==> src/rtl/mult_ctrl.sv <==
// Sequencer for the repeated-addition multiplier datapath.
// Ports: start/abort/zero in; load/dec/clear strobes, busy/done/err, iter_cnt out.
module mult_ctrl #(
  parameter int WIDTH = 2
) (
  input  logic             clk,
  input  logic             rst_n,
  input  logic             start,
  input  logic             abort,
  input  logic             zero,
  output logic             loadA,
  output logic             loadB,
  output logic             decB,
  output logic             loadF,
  output logic             clear,
  output logic             busy,
  output logic             done,
  output logic             err,
  output logic [WIDTH-1:0] iter_cnt
);

  typedef enum logic [2:0] {
    IDLE,
    LOAD,
    CHECK,
    ADD,
    DONE
  } state_t;

  localparam logic [WIDTH-1:0] LIMIT = '1;

  state_t           state;
  state_t           state_nxt;
  logic [WIDTH-1:0] cnt_nxt;
  logic             err_nxt;

  always_ff @(posedge clk or negedge rst_n) begin
    if (!rst_n) begin
      state    <= IDLE;
      iter_cnt <= '0;
      err      <= 1'b0;
    end else begin
      state    <= state_nxt;
      iter_cnt <= cnt_nxt;
      err      <= err_nxt;
    end
  end

  always_comb begin
    state_nxt = state;
    cnt_nxt   = iter_cnt;
    err_nxt   = err;
    unique case (state)
      IDLE: begin
        if (start) state_nxt = LOAD;
      end
      LOAD: begin
        cnt_nxt   = '0;
        err_nxt   = 1'b0;
        state_nxt = CHECK;
      end
      CHECK: begin
        if (abort) begin
          state_nxt = IDLE;
        end else if (zero) begin
          state_nxt = DONE;
        end else if (iter_cnt == LIMIT) begin
          // B never reached zero: datapath fault guard
          state_nxt = DONE;
          err_nxt   = 1'b1;
        end else begin
          state_nxt = ADD;
        end
      end
      ADD: begin
        cnt_nxt   = WIDTH'(iter_cnt + 1'b1);
        state_nxt = abort ? IDLE : CHECK;
      end
      DONE: begin
        state_nxt = IDLE;
      end
      default: begin
        state_nxt = IDLE;
      end
    endcase
  end

  assign loadA = (state == LOAD);
  assign loadB = (state == LOAD);
  assign clear = (state == LOAD);
  assign decB  = (state == ADD);
  assign loadF = (state == ADD);
  assign busy  = (state == LOAD) ||
                 (state == CHECK) ||
                 (state == ADD);
  assign done  = (state == DONE);

endmodule

==> config.mk <==
export PLATFORM = sky130hd
export DESIGN_NAME = mult_ctrl
export DESIGN_NICKNAME = d
export VERILOG_FILES = /design/src/rtl/mult_ctrl.sv
export SDC_FILE = /design/constraint.sdc
export NUM_CORES = 1
export LEC_CHECK = 0
export ABC_CLOCK_PERIOD_IN_PS = 1800
export BUFFER_PORTS_ARGS = -buffer_cell sky130_fd_sc_hd__buf_2
export CAP_MARGIN = 20
export CORE_AREA = 5 5 42 44
export CTS_CLUSTER_SIZE = 28
export DETAILED_ROUTE_END_ITERATION = 12
export DIE_AREA = 0 0 47 49
export PLACE_DENSITY = 0.52
export SETUP_SLACK_MARGIN = 0.2
export SYNTH_ARGS = -nofsm -noshare
export SYNTH_HDL_FRONTEND = slang
export SYNTH_SLANG_ARGS = --single-unit
==> constraint.sdc <==
create_clock -name clk -period 1.8 [get_ports clk]
set_input_delay 0.36 -clock clk [delete_from_list [all_inputs] [get_ports clk]]
set_output_delay 0.36 -clock clk [all_outputs]
set_load 0.02 [all_outputs]
==> metrics <==
Nets 55; Seq/Total Area, Yosys 0.438; final setup TNS 0 ns; clock sink count 6; Lkg Pwr roughly 0.23 nW; Synth area leader dfrtp_1; non-filler cells, final between 60 and 70; YS warnings 0; Worst Setup SP state[1]; synthesized flop and latch total 6; port buffer count 14; Cells after Synth 33; largest net degree at the start of global routing 10; n_diodes 0; Area contributors post-synth dfrtp_1, buf_4, mux2i_1; Pwr per Cell Area 1560 nW/um2; Avg Synthesized Cell Area just over 10 um2; initial antenna violation count 0; Fillers 155; Final setup viols 0; area of the core about 1400 um2; share of layout cells above drive strength 1 0.426; num rows 14; clk root buf clkbuf_4; Skew-Pair Late Insertion Delay around 0.24 ns; clk_skew about 0.0051 ns; Final Cycle Share 0.869; Max Fclk about 640 MHz; hold path startpoint zero; crit start category register; Initial Utilization 0.245; Slew HR 0.719; Arrival @ worst endpoint ~1.2 ns; Syn Nets 39; commonest cells after routing, fill and taps aside buf_2, dfrtp_1, inv_1, clkbuf_4; CTS Buffer Depth 2; register area between 150 and 200 um2; mapped cell area approximately 340 um2; vias in the first global route ~250; worst min path class primary input to register; DRT Pass-1 Iters 2; IO Pins 15; post-synth top area share 0.438; Crit Path Category register to output pin; fin area around 440 um2; commonest non-fill, non-tap cell in the layout buf_2; placed cell area 408 um2; DP Cell Count 59; maximum VDD drop approximately 0.00060 V; CP Max Fanout 9; fin util 0.315; multi-input logic area 156 um2; Layout area overhead 28.8%; Final Max Tran Viols 0; via count 277; Post-Route WL roughly 700 um; gr usage total 0.0695; CP required 1.44 ns; status complete, no violations; unrepaired setup endpoints after global routing yes; WL/cell roughly 11 um; Tmin final 1.56 ns; DIE AREA 2300 um2; Post-DRT Antenna Nets 0; Final Wtd Congestion 0.655; Die H around 49 um; FF-to-FF Start iter_cnt[0]; H-tree lvl count 1; Place WS around 0.35 ns; CTS tree yes; Crit. End Element output pin; global route total overflow 0; DRT iter0 DRCs 2; Worst-Margin Slew a little over 0.4 ns; first-pass GRT wire length ~1100 um; CTS clock-pin slew for the worst setup and hold paths about 0.040 ns; PnR worst setup slack between 0.2 and 0.25 ns; Yosys cell types 18; CTS Buf Count 3; maxcap violations 0; Avg Vias per Cell between 4 and 5; Die X about 47 um; DR DRC count 0; final hold violations 0
[state kept, by name, summed over array words and instances, names as in the netlist]
signal	cells
state	3
err	1
iter_cnt	2
[routing by layer]
metal  routed length (um)  vias to the layer above  part of all wire  global-route usage
met5                    0                        -                 0                   0
met4                    0                        0                 0              0.0138
met3                   92                        0              0.13              0.0554
met2                  298                       12              0.43              0.0928
met1                  310                      124              0.44              0.0874
li1                     -                      141                 -                   -
[stage by stage]
stage	hold slack [ns]	total power [W]
final	0.375	0.000690
after detailed placement	0.191	0.000577
after CTS	0.365	0.000703
after global placement	0.197	0.000576
after floorplan	0.0644	0.000510
after global routing	0.361	0.000745
[report_power, final]
group          total [W]  internal [W]  switching [W]
clock           0.000118     0.0000750      0.0000426
sequential      0.000243      0.000179      0.0000638
combinational   0.000330      0.000138       0.000192
total           0.000690      0.000392       0.000298
[cell type report]
cell class | count | share of cell area
inverters | 3 | 0.0255
flip-flops and latches | 6 | 0.343
well taps | 16 | 0.0453
repair buffers | 15 | 0.181
multi-input cells | 20 | 0.354
clock buffers | 3 | 0.0510
[repair_timing]
item / in CTS / in global routing
gates resized for setup: 0 / 1
endpoints found under the hold margin: 6 / 0
buffers inserted: 0 / 0
setup endpoints to repair: 0 / 5
hold buffers: 1 / 0
[synth_stat cells]
master	count
dfrtp_1	6
nand2b_1	1
o21a_1	2
or4b_1	1
o2bb2ai_1	1
nor4b_1	1
buf_4	4
mux2i_1	2
nand3b_1	1
ha_1	1
inv_1	3
nor3b_1	2
nand2_1	1
nor2_1	2
nor2b_1	2
a21oi_1	1
a211oi_2	1
and2_1	1
[kinds of logic (layout without fill, tap and decap cells)]
group                    Yosys count  in the layout  synth area share
flip-flops                         6              6             0.438
AO/OA/AOI/OAI                      5              5             0.120
buffers and inverters              7             21             0.120
adder cells (fa/ha/maj)            1              1            0.0365
multiplexers                       2              2            0.0584
AND/OR/NAND/NOR                   12             12             0.226
[critical path, stage by stage (launching register included)]
cell and delay (ns):
dfrtp_1 0.46, nor3b_2 0.30, buf_2 0.21
[path summary, 6_finish.rpt]
path / end / slack (ns) / cells after the start
setup / recovery: clear / 0.24 / 2
hold / removal: state[2] / 0.37 / 2
setup reg to reg: state[0] / 0.35 / 3
hold reg to reg: iter_cnt[0] / 0.50 / 1
max in group asynchronous: state[2] / 1.17 / 2
min in group asynchronous: err / 0.47 / 2
No activity file was read; power rests on OpenSTA's default activity.
